**src/rtl/iob_uart2iob_pkg.sv**
```systemverilog
// iob_uart2iob_pkg: command/response bytes, command FSM states and byte-counter width shared by the bridge
package iob_uart2iob_pkg;
    localparam logic [7:0] CMD_WR  = 8'h57;
    localparam logic [7:0] CMD_RD  = 8'h52;
    localparam logic [7:0] RSP_ACK = 8'h06;
    localparam logic [7:0] RSP_NAK = 8'h15;
    localparam int CNT_W = 2;
    typedef enum logic [2:0] {IDLE, ADDR, WDATA, BUS_REQ, BUS_RDATA, RESP, NAK} cmd_state_t;
endpackage

```
**src/rtl/iob_uart2iob_phy.sv**
```systemverilog
// iob_uart2iob_phy: independent 8N1 byte receiver and transmitter
// Ports: clk_i/arst_i (async active-high reset), bit_duration_i (cycles per bit),
//   rxd_i -> rx_data/rx_valid/rx_err (one-cycle strobes at the stop-bit sample),
//   tx_data/tx_valid/tx_ready byte handshake -> txd_o, tx_busy while a frame is on the line.
module iob_uart2iob_phy #(
    parameter int DIV_W = 16
) (
    input  logic             clk_i,
    input  logic             arst_i,
    input  logic [DIV_W-1:0] bit_duration_i,
    input  logic             rxd_i,
    output logic             txd_o,
    output logic [7:0]       rx_data,
    output logic             rx_valid,
    output logic             rx_err,
    input  logic [7:0]       tx_data,
    input  logic             tx_valid,
    output logic             tx_ready,
    output logic             tx_busy
);
    localparam logic [DIV_W-1:0] ONE = DIV_W'(1);
    typedef enum logic [1:0] {RX_IDLE, RX_START, RX_DATA, RX_STOP} rx_state_t;
    rx_state_t        rx_state, rx_state_n;
    logic [2:0]       rx_sync;
    logic [DIV_W-1:0] rx_cnt;
    logic [2:0]       rx_bits;
    logic [7:0]       rx_shift;
    logic             rx_bit, rx_fall, rx_tick;
    logic [9:0]       tx_shift;
    logic [3:0]       tx_bits;
    logic [DIV_W-1:0] tx_cnt;
    logic             tx_tick, tx_last, tx_load;
    // [0],[1] form the synchronizer; [2] is the previous synchronized level for edge detection
    assign rx_bit  = rx_sync[1];
    assign rx_fall = rx_sync[2] & ~rx_sync[1];
    assign rx_tick = rx_cnt == '0;
    always_ff @(posedge clk_i or posedge arst_i) begin
        if (arst_i) rx_state <= RX_IDLE;
        else rx_state <= rx_state_n;
    end
    always_comb begin
        rx_state_n = rx_state;
        case (rx_state)
            RX_IDLE:  if (rx_fall) rx_state_n = RX_START;
            RX_START: if (rx_tick) rx_state_n = rx_bit ? RX_IDLE : RX_DATA;
            RX_DATA:  if (rx_tick && rx_bits == 3'd7) rx_state_n = RX_STOP;
            RX_STOP:  if (rx_tick) rx_state_n = RX_IDLE;
            default:  rx_state_n = RX_IDLE;
        endcase
    end
    // the half-bit delay is preloaded while idle so the start bit is sampled mid-bit
    always_ff @(posedge clk_i or posedge arst_i) begin
        if (arst_i) begin
            rx_sync  <= 3'b111;
            rx_cnt   <= '0;
            rx_bits  <= '0;
            rx_shift <= '0;
        end else begin
            rx_sync  <= {rx_sync[1:0], rxd_i};
            rx_cnt   <= rx_state == RX_IDLE ? (bit_duration_i >> 1) - ONE :
                        rx_tick ? bit_duration_i - ONE : rx_cnt - ONE;
            rx_bits  <= rx_state == RX_DATA ? rx_bits + 3'(rx_tick) : 3'd0;
            rx_shift <= (rx_state == RX_DATA && rx_tick) ? {rx_bit, rx_shift[7:1]} : rx_shift;
        end
    end
    assign rx_data  = rx_shift;
    assign rx_valid = rx_state == RX_STOP && rx_tick && rx_bit;
    assign rx_err   = rx_state == RX_STOP && rx_tick && !rx_bit;
    // a new byte is accepted on the last cycle of the stop bit, so frames run back-to-back
    assign tx_tick  = tx_cnt == '0;
    assign tx_last  = tx_busy && tx_tick && tx_bits == 4'd0;
    assign tx_ready = !tx_busy || tx_last;
    assign tx_load  = tx_valid && tx_ready;
    always_ff @(posedge clk_i or posedge arst_i) begin
        if (arst_i) begin
            tx_busy  <= 1'b0;
            tx_cnt   <= '0;
            tx_bits  <= '0;
            tx_shift <= '1;
        end else begin
            tx_busy  <= tx_load || (tx_busy && !tx_last);
            tx_cnt   <= (tx_load || tx_tick) ? bit_duration_i - ONE : tx_cnt - ONE;
            tx_bits  <= tx_load ? 4'd9 : tx_bits - 4'(tx_busy && tx_tick);
            tx_shift <= tx_load ? {1'b1, tx_data, 1'b0} :
                        (tx_busy && tx_tick) ? {1'b1, tx_shift[9:1]} : tx_shift;
        end
    end
    assign txd_o = !tx_busy || tx_shift[0];
endmodule

```
**src/rtl/iob_uart2iob.sv**
```systemverilog
// iob_uart2iob: UART-commanded single-transaction IOb bus initiator (debug/boot bridge)
// Ports: clk_i, arst_i (async active-high), bit_duration_i, rxd_i/txd_o serial pins,
//   iob_avalid_o/iob_addr_o/iob_wdata_o/iob_wstrb_o requests, iob_ready_i/iob_rvalid_i/iob_rdata_i responses,
//   busy_o while a command or its response is in flight, err_o one-cycle error pulse.
// Option: define IOB_UART2IOB_TIMEOUT_EN to abort bus waits after TIMEOUT_CYCLES with a NAK.
module iob_uart2iob #(
    parameter int ADDR_W         = 32,
    parameter int DIV_W          = 16,
    parameter int TIMEOUT_CYCLES = 1024
) (
    input  logic              clk_i,
    input  logic              arst_i,
    input  logic [DIV_W-1:0]  bit_duration_i,
    input  logic              rxd_i,
    output logic              txd_o,
    output logic              iob_avalid_o,
    output logic [ADDR_W-1:0] iob_addr_o,
    output logic [31:0]       iob_wdata_o,
    output logic [3:0]        iob_wstrb_o,
    input  logic              iob_ready_i,
    input  logic              iob_rvalid_i,
    input  logic [31:0]       iob_rdata_i,
    output logic              busy_o,
    output logic              err_o
);
    import iob_uart2iob_pkg::*;
    cmd_state_t       state, state_n;
    logic             wr, err, err_n, tmo_hit;
    logic [CNT_W-1:0] bcnt;
    logic [31:0]      addr, wdata, rdata;
    logic [7:0]       rx_data, tx_data;
    logic             rx_valid, rx_err, tx_valid, tx_ready, tx_busy, rx_open;
    iob_uart2iob_phy #(.DIV_W(DIV_W)) phy (
        .clk_i         (clk_i),
        .arst_i        (arst_i),
        .bit_duration_i(bit_duration_i),
        .rxd_i         (rxd_i),
        .txd_o         (txd_o),
        .rx_data       (rx_data),
        .rx_valid      (rx_valid),
        .rx_err        (rx_err),
        .tx_data       (tx_data),
        .tx_valid      (tx_valid),
        .tx_ready      (tx_ready),
        .tx_busy       (tx_busy)
    );
    // received bytes (and framing errors) only matter while a command is being collected
    assign rx_open = state inside {IDLE, ADDR, WDATA};
    always_ff @(posedge clk_i or posedge arst_i) begin
        if (arst_i) state <= IDLE;
        else state <= state_n;
    end
    always_comb begin
        state_n  = state;
        err_n    = rx_open && rx_err;
        tx_valid = 1'b0;
        tx_data  = rdata[7:0];
        case (state)
            IDLE: if (rx_valid) begin
                state_n = (rx_data == CMD_WR || rx_data == CMD_RD) ? ADDR : NAK;
                err_n   = state_n == NAK;
            end
            ADDR:      state_n = rx_err ? IDLE : (rx_valid && &bcnt) ? (wr ? WDATA : BUS_REQ) : ADDR;
            WDATA:     state_n = rx_err ? IDLE : (rx_valid && &bcnt) ? BUS_REQ : WDATA;
            BUS_REQ: begin
                state_n = iob_ready_i ? ((wr || iob_rvalid_i) ? RESP : BUS_RDATA) : tmo_hit ? NAK : BUS_REQ;
                err_n   = !iob_ready_i && tmo_hit;
            end
            BUS_RDATA: begin
                state_n = iob_rvalid_i ? RESP : tmo_hit ? NAK : BUS_RDATA;
                err_n   = !iob_rvalid_i && tmo_hit;
            end
            RESP: begin
                tx_valid = 1'b1;
                tx_data  = wr ? RSP_ACK : rdata[7:0];
                state_n  = (tx_ready && (wr || &bcnt)) ? IDLE : RESP;
            end
            NAK: begin
                tx_valid = 1'b1;
                tx_data  = RSP_NAK;
                state_n  = tx_ready ? IDLE : NAK;
            end
            default: state_n = IDLE;
        endcase
    end
    // bcnt counts bytes within a state and restarts on every state change
    always_ff @(posedge clk_i or posedge arst_i) begin
        if (arst_i) begin
            wr    <= 1'b0;
            err   <= 1'b0;
            bcnt  <= '0;
            addr  <= '0;
            wdata <= '0;
            rdata <= '0;
        end else begin
            err  <= err_n;
            bcnt <= state_n != state ? '0 :
                    bcnt + CNT_W'((rx_valid && (state == ADDR || state == WDATA)) || (tx_valid && tx_ready));
            if (state == IDLE && rx_valid) wr <= rx_data == CMD_WR;
            if (state == ADDR && rx_valid) addr <= {rx_data, addr[31:8]};
            if (state == WDATA && rx_valid) wdata <= {rx_data, wdata[31:8]};
            if (!wr && iob_rvalid_i && ((state == BUS_REQ && iob_ready_i) || state == BUS_RDATA)) rdata <= iob_rdata_i;
            else if (state == RESP && tx_ready) rdata <= rdata >> 8;
        end
    end
`ifdef IOB_UART2IOB_TIMEOUT_EN
    localparam int TMO_W = $clog2(TIMEOUT_CYCLES + 1);
    logic [TMO_W-1:0] tmo;
    always_ff @(posedge clk_i or posedge arst_i) begin
        if (arst_i) tmo <= '0;
        else tmo <= (state_n == state && (state == BUS_REQ || state == BUS_RDATA)) ? tmo + TMO_W'(1) : '0;
    end
    assign tmo_hit = tmo == TMO_W'(TIMEOUT_CYCLES - 1);
`else
    // no timeout: the bridge waits on the bus indefinitely
    assign tmo_hit = TIMEOUT_CYCLES < 0;
`endif
    assign iob_avalid_o = state == BUS_REQ;
    assign iob_addr_o   = addr[ADDR_W-1:0];
    assign iob_wdata_o  = wdata;
    assign iob_wstrb_o  = {4{wr && state == BUS_REQ}};
    assign busy_o       = state != IDLE || tx_busy;
    assign err_o        = err;
endmodule

```
**config.mk**
```make
export PLATFORM = sky130hd
export DESIGN_NAME = iob_uart2iob
export DESIGN_NICKNAME = d
export VERILOG_FILES = /design/src/rtl/iob_uart2iob_pkg.sv /design/src/rtl/iob_uart2iob_phy.sv /design/src/rtl/iob_uart2iob.sv
export SDC_FILE = /design/constraint.sdc
export NUM_CORES = 1
export LEC_CHECK = 0
export CAP_MARGIN = 20
export CORE_MARGIN = 3
export CORE_UTILIZATION = 55
export DETAILED_ROUTE_END_ITERATION = 12
export PLACE_DENSITY_LB_ADDON = 0.15
export SKIP_LAST_GASP = 1
export SLEW_MARGIN = 30
export SYNTH_ARGS = -nofsm -noshare
export SYNTH_HDL_FRONTEND = slang
export SYNTH_HIERARCHICAL = 1
export SYNTH_SLANG_ARGS = --single-unit
```
**constraint.sdc**
```tcl
create_clock -name clk_i -period 3.99 [get_ports clk_i]
set_input_delay 0.5985 -clock clk_i [delete_from_list [all_inputs] [get_ports clk_i]]
set_output_delay 0.5985 -clock clk_i [all_outputs]
set_load 0.005 [all_outputs]
```
* Yosys cells after proc, flatten, opt, wreduce, memory -nomap -nowiden
Cells that the tools add are included.
** Cells by class
- Add/sub/neg operators :: 7
- Eq/ne operators :: 18
- Multiplexer cells :: 34
- Bitwise operators :: 2
- Reduce and logical (&&, ||, !) cells :: 49
** Operators with widths (count)
- 2-to-1 mux 32 bit :: 2
- 2-to-1 mux 16 bit :: 3
- subtractor 16 x 1 -> 16 bit, second input constant :: 3
- logical NOT 16 bit :: 2
- logical AND 1 bit :: 21
- case mux 3 bit (7 select lines) :: 1
- 2-to-1 mux 10 bit :: 2
- 2-to-1 mux 2 bit :: 9
- 2-to-1 mux 3 bit :: 6
- == test 8 x 7 -> 1 bit, second input constant :: 2
- case mux 8 bit (2 select lines) :: 1
- subtractor 15 x 1 -> 16 bit, second input constant :: 1
- == test 3 bit, second input constant :: 5
- logical OR 1 bit :: 11
- 2-to-1 mux 8 bit :: 1
- != test 2 x 1 -> 1 bit, second input constant :: 4
- case mux 2 bit (4 select lines) :: 1
- == test 3 x 2 -> 1 bit, second input constant :: 2
- 2-to-1 mux 1 bit :: 6
- nonzero test 3 bit :: 2
- == test 2 bit, second input constant :: 2
- logical NOT 1 bit :: 4
- logical NOT 4 bit :: 1
- 2-to-1 mux 4 bit :: 1
- other kinds (15) :: 17
** Word-level totals
- Bits in registers :: 166
- Input bits :: 53
- Word-level logic and storage cells :: 126

* Depth between registers and ports, before layout
- Depth after elaboration :: 9
- Mapped depth :: 12

* Hierarchy
Netlist, hierarchy kept.
** Modules (own cells, without submodules)
- iob_uart2iob :: times used 1, cells each 371, area each 4421.7 µm²
- iob_uart2iob_phy :: times used 1, cells each 386, area each 3817.4 µm²

* Worst setup path before layout
Ideal clock, no wire load.
- Kind :: reg2reg
- Start :: reg phy.rx_cnt[7]
- End :: reg bcnt[0]
- Setup time :: 0.088 ns
- Data arrival time :: 2.917 ns
- Data required time :: 3.902 ns
- Slack :: 0.984 ns
- Stages on the path, launching flop included :: 12
- Path buffers :: 2
- Clock period less this slack :: 3.006 ns
- Cells stage by stage :: dfrtp_1 -> nor4_2 -> nand3_1 -> nor2_1 -> buf_2 -> buf_2 -> and4_1 -> or4b_4 -> nand4b_1 -> o311a_1 -> a32o_2 -> nor3b_1
** On the way
- Longest elaborated chain between the ends :: 9
- Elaborated cells between the ends (all ways) :: 16
** Ends and longest elaborated chain
- start, declared :: line iob_uart2iob_phy.sv:25 : logic [DIV_W-1:0] rx_cnt;
- start signal, assigned :: line iob_uart2iob_phy.sv:60 : rx_cnt <= rx_state == RX_IDLE ? (bit_duration_i >> 1) - ONE :
- logical NOT 16 bit * :: line iob_uart2iob_phy.sv:36 : assign rx_tick = rx_cnt == '0;
- logical AND 1 bit * (2 in a row) :: line iob_uart2iob_phy.sv:67 : assign rx_valid = rx_state == RX_STOP && rx_tick && rx_bit;
- via rx_valid :: line iob_uart2iob.sv:32 : logic rx_valid, rx_err, tx_valid, tx_ready, tx_busy, rx_open;
- logical AND 1 bit :: line iob_uart2iob.sv:63, iob_uart2iob.sv:64
- 2-to-1 mux 1 bit or 2-to-1 mux 2 bit (tied branches) :: line iob_uart2iob.sv:64, iob_uart2iob.sv:63
- 2-to-1 mux 2 bit (on tied branches) :: line iob_uart2iob.sv:64, iob_uart2iob.sv:63
- case mux 3 bit (7 select lines) :: line iob_uart2iob.sv:58 : case (state)
- != test 3 bit :: line iob_uart2iob.sv:97 : bcnt <= state_n != state ? '0 :
- 2-to-1 mux 2 bit * :: line iob_uart2iob.sv:97
- end signal, assigned :: line iob_uart2iob.sv:97
- end, declared :: line iob_uart2iob.sv:29 : logic [CNT_W-1:0] bcnt;
The timed path passes the listed nets; every way through them passes the cells marked *.
A chain may end at the register's enable or synchronous reset.

* Final worst setup path
- Start :: reg phy.rx_cnt[7]
- End :: reg bcnt[0]
** On the way
- Elaborated cells between the ends (all ways) :: 16
** RTL lines
- logical NOT 16 bit * :: line iob_uart2iob_phy.sv:36
- logical AND 1 bit * (2 in a row) :: line iob_uart2iob_phy.sv:68 : assign rx_err = rx_state == RX_STOP && rx_tick && !rx_bit;
- via rx_err :: line iob_uart2iob.sv:32
- 2-to-1 mux 2 bit (on tied branches) :: line iob_uart2iob.sv:64, iob_uart2iob.sv:63
- case mux 3 bit (7 select lines) * :: line iob_uart2iob.sv:58
- != test 3 bit * :: line iob_uart2iob.sv:97
- 2-to-1 mux 2 bit * :: line iob_uart2iob.sv:97
Marks and branches as above.

==> run_summary.xml <==
<?xml version="1.0" encoding="UTF-8"?>
<metrics>
  <group name="status">
    <metric name="status" unit="">finished clean</metric>
  </group>
  <group name="sta">
    <metric name="slew_headroom" unit="">0.393</metric>
    <metric name="number_of_failing_setup_endpoints_in_the_final_timing_report" unit="">0</metric>
    <metric name="slew_at_the_pin_with_the_worst_max_slew_slack" unit="ns">0.907</metric>
    <metric name="fin_setup_tns" unit="ns">0</metric>
    <metric name="final-hold-violation-count" unit="">0</metric>
    <metric name="unrepaired_setup_endpoints_after_global_routing" unit="">false</metric>
    <metric name="timing.clock.skew" unit="ns">0.0110</metric>
    <metric name="timing.fmax" unit="MHz">325</metric>
    <metric name="min_period" unit="ns">3.08</metric>
    <metric name="slew_limit_fails" unit="">0</metric>
    <metric name="final.period_utilization" unit="">0.771</metric>
  </group>
  <group name="grt">
    <metric name="grt_max_degree" unit="">80</metric>
    <metric name="grt.total_usage" unit="">0.238</metric>
    <metric name="grt-ovfl-total" unit="">0</metric>
    <metric name="first_pass_grt_wire_length" unit="microns">31300</metric>
    <metric name="antenna_found_initial" unit="">0</metric>
    <metric name="grt_pass1_vias" unit="">6165</metric>
  </group>
  <group name="die">
    <metric name="placement_rows" unit="">44</metric>
    <metric name="die_area" unit="sq um">16500</metric>
    <metric name="die_w" unit="microns">128</metric>
    <metric name="die-height" unit="microns">128</metric>
    <metric name="ioPinCount" unit="">125</metric>
    <metric name="design.core.area" unit="sq um">14600</metric>
    <metric name="initial_util" unit="">0.565</metric>
  </group>
  <group name="power">
    <metric name="design_power_total" unit="W">0.00388</metric>
    <metric name="power_density" unit="nW/um^2">380</metric>
    <metric name="comb_power_share" unit="">0.107</metric>
    <metric name="power.ir.vdd_worst" unit="uV">339</metric>
    <metric name="power.switching_fraction" unit="">0.263</metric>
    <metric name="clock_power_share" unit="">0.410</metric>
    <metric name="p_leak" unit="nW">4.46</metric>
    <metric name="sequentialPowerShare" unit="">0.483</metric>
    <metric name="switching_power" unit="W">0.00102</metric>
    <metric name="p_int" unit="W">0.00286</metric>
  </group>
  <group name="worst_setup_path">
    <metric name="end_kind" unit="">flop</metric>
    <metric name="required" unit="ns">4.32</metric>
    <metric name="arrival" unit="ns">3.41</metric>
    <metric name="path_max_fanout" unit="">6</metric>
    <metric name="worstSetupPathType" unit="">reg2reg</metric>
    <metric name="start_kind" unit="">flop</metric>
  </group>
  <group name="clock_network">
    <metric name="ctsLongestPathBuffers" unit="">2</metric>
    <metric name="number_of_gates_resized_after_cts" unit="">0</metric>
    <metric name="cts_tree" unit="">built</metric>
    <metric name="cts.sink_count" unit="">165</metric>
    <metric name="cts.hold.buffers_added" unit="">0</metric>
    <metric name="tritoncts_buffer_count" unit="">17</metric>
    <metric name="post-cts-setup-buffer-count" unit="">0</metric>
    <metric name="cts.reportedPaths.clkPinSlew" unit="ns">0.07</metric>
    <metric name="clkLatencyLatePin" unit="ns">0.42</metric>
    <metric name="master_cell_of_the_clock_root_buffer" unit="">clkbuf_16</metric>
    <metric name="cts_max_level" unit="">4</metric>
  </group>
  <group name="layout">
    <metric name="insertedDiodeCount" unit="">0</metric>
    <metric name="postLayoutCoreUtil" unit="">0.699</metric>
    <metric name="n_fill_cell" unit="">1054</metric>
    <metric name="layout-area-overhead-vs-synth" unit="%">23.8</metric>
    <metric name="postLayoutCellArea" unit="sq um">10200</metric>
    <metric name="regArea" unit="sq um">4140</metric>
    <metric name="post_route_cells_drive_above_1_share" unit="">0.176</metric>
    <metric name="area_of_combinational_cells_with_multiple_inputs" unit="sq um">3850</metric>
    <metric name="nets" unit="">938</metric>
  </group>
  <group name="drt">
    <metric name="drt_pass_1_iters" unit="">6</metric>
    <metric name="final_antenna_net_count" unit="">0</metric>
    <metric name="route.detailed.drc" unit="">0</metric>
    <metric name="wl_per_cell" unit="microns">17.8</metric>
    <metric name="route.final.wire_length" unit="microns">19000</metric>
    <metric name="routed_via_density" unit="">5.70</metric>
    <metric name="num_vias" unit="">6108</metric>
    <metric name="dr.first_iter.drc_count" unit="">563</metric>
  </group>
  <group name="logic_synthesis">
    <metric name="synthTopCellsByArea" unit="">dfrtp_1 (46%), mux2_2 (9.8%), nand2_1 (4.6%)</metric>
    <metric name="synth-edff-count" unit="">0</metric>
    <metric name="yosys_warnings" unit="">6</metric>
    <metric name="synth_fp_nets" unit="">821</metric>
    <metric name="synth_largest_area_cell" unit="">dfrtp_1</metric>
    <metric name="synth.distinct_cells" unit="">66</metric>
    <metric name="synth_cells" unit="">757</metric>
    <metric name="seq_area_frac_synth" unit="">0.503</metric>
    <metric name="synth_flop_cell" unit="">dfrtp_1</metric>
    <metric name="async_flop_share" unit="">1.00</metric>
    <metric name="post_synth.cell_area_avg" unit="sq um">10.9</metric>
    <metric name="synth_largest_type_area_fraction" unit="">0.465</metric>
    <metric name="synthesis.area" unit="sq um">8240</metric>
    <metric name="postSynthRegisterBits" unit="">165</metric>
  </group>
  <group name="placement">
    <metric name="hpwlAfterDp" unit="microns">13500</metric>
    <metric name="placed_cell_area" unit="sq um">9620</metric>
    <metric name="finalWeightedCongestion" unit="">0.918</metric>
    <metric name="io_buffers" unit="">124</metric>
  </group>
  <group name="flow_run">
    <metric name="drv_cap" unit="">0</metric>
  </group>
  <group name="worst_hold_path">
    <metric name="hp-class" unit="">reg2reg</metric>
  </group>
</metrics>
[area by class of cell]
class / instances / share of cell area
Multi-Input combinational cell: 540 / 0.378
Clock buffer: 17 / 0.0417
Clock inverter: 15 / 0.0146
Tap cell: 184 / 0.0226
Timing Repair Buffer: 138 / 0.132
Inverter: 12 / 0.00491
Sequential cell: 165 / 0.406
[sequential cells by signal, indices dropped and copies added (netlist names), named ones only]
signal and cells:
phy/rx_state 1, phy/tx_cnt 16, phy/tx_shift 9, wr 1
phy/rx_bits 3, phy/rx_sync 3, phy/rx_data 8, phy/rx_cnt 16
err_o 1, state 3, bcnt 2, iob_wdata_o 32
rdata 32, phy/tx_busy 1, phy/tx_bits 4, iob_addr_o 32
[synth_stat cells, types with 5 or more instances]
cell,instances
dfrtp_1,153
nand2_1,101
mux2_2,72
nor2_1,52
xnor2_1,33
a21oi_1,28
a22oi_1,25
xor2_1,23
mux2i_1,21
nor3_1,19
o21ai_0,19
clkbuf_1,18
buf_2,13
nand2b_1,13
dfstp_2,12
inv_1,12
nand3_1,12
ha_1,11
and2_1,9
nand4_1,8
nor4_1,8
buf_4,6
nor3b_1,6
a221oi_1,5
mux2_1,5
or4_1,5
[metrics by stage]
stage                     hold slack, ns  setup slack (ns)  std cells
after floorplan                    0.345             0.688        757
after global placement             0.348              1.05       1039
after detailed placement           0.348             0.960       1039
after CTS                          0.358             0.940       1071
after global routing               0.359             0.635       1071
final                              0.356             0.913       1071
[path summary, 6_finish.rpt]
path                                               start                    endpoint  slack [ns]  depth (start not counted)
min in group asynchronous                         arst_i  phy/rx_data[3]$_DFFE_PP0P_        0.70                          2
max in group asynchronous                         arst_i       rdata[19]$_DFFE_PP0P_        2.47                          3
worst min-delay path            phy/rx_sync[0]$_DFF_PP1_    phy/rx_sync[1]$_DFF_PP1_        0.36                          0
worst min register to register  phy/rx_sync[0]$_DFF_PP1_    phy/rx_sync[1]$_DFF_PP1_        0.36                          0
worst max-delay path             phy/rx_cnt[7]$_DFF_PP0_           bcnt[0]$_DFF_PP0_        0.91                          9
worst max register to register   phy/rx_cnt[7]$_DFF_PP0_           bcnt[0]$_DFF_PP0_        0.91                          9
[critical path: stages, from the launching register on]
cell and delay, ns:
dfrtp_1 0.44, nor4_2 0.42, nand3_1 0.16, nor2_1 0.23, nand2_1 0.13, nor3b_1 0.56, nor4_1 0.13, or4_1 0.49
a32o_2 0.25, nor3b_1 0.16
[cell usage in the layout (no fill, tap or decap), types with 5 or more instances in the layout]
cell type,synthesis,layout
dfrtp_1,153,153
clkdlybuf4s50_1,0,124
nand2_1,101,101
mux2_2,72,72
nor2_1,52,50
xnor2_1,33,33
a21oi_1,28,26
a22oi_1,25,25
xor2_1,23,23
mux2i_1,21,21
o21ai_0,19,19
nor3_1,19,19
clkbuf_16,0,17
buf_4,6,14
nand2b_1,13,13
nand3_1,12,12
dfstp_2,12,12
ha_1,11,11
inv_1,12,10
and2_1,9,9
nand4_1,8,8
nor4_1,8,8
nor3b_1,6,6
mux2_1,5,5
or4_1,5,5
inv_6,0,5
a221oi_1,5,5
[logic make-up (layout without fill, tap and decap cells)]
group | count (synthesis) | in the layout | synth area share
simple gates | 277 | 277 | 0.179
flops | 165 | 165 | 0.503
mux | 98 | 98 | 0.131
compound gates | 97 | 97 | 0.0768
xor+xnor | 57 | 57 | 0.0629
buf+inv | 52 | 182 | 0.0308
fa+ha+maj | 11 | 11 | 0.0167
[metal layers]
layer	share of wire	track usage
met1	0.44	0.324
met2	0.49	0.374
met3	0.049	0.0465
met4	0.024	0.102
met5	0	0
[power groups by stage]
stage               Sequential (W)  Combinational (W)  Clock, W
floorplan                  0.00188           0.000279         0
global placement           0.00189           0.000414         0
detailed placement         0.00190           0.000416         0
CTS                        0.00187           0.000420   0.00162
global route               0.00188           0.000462   0.00169
finish                     0.00187           0.000416   0.00159
(Power assumes the default switching activity.)
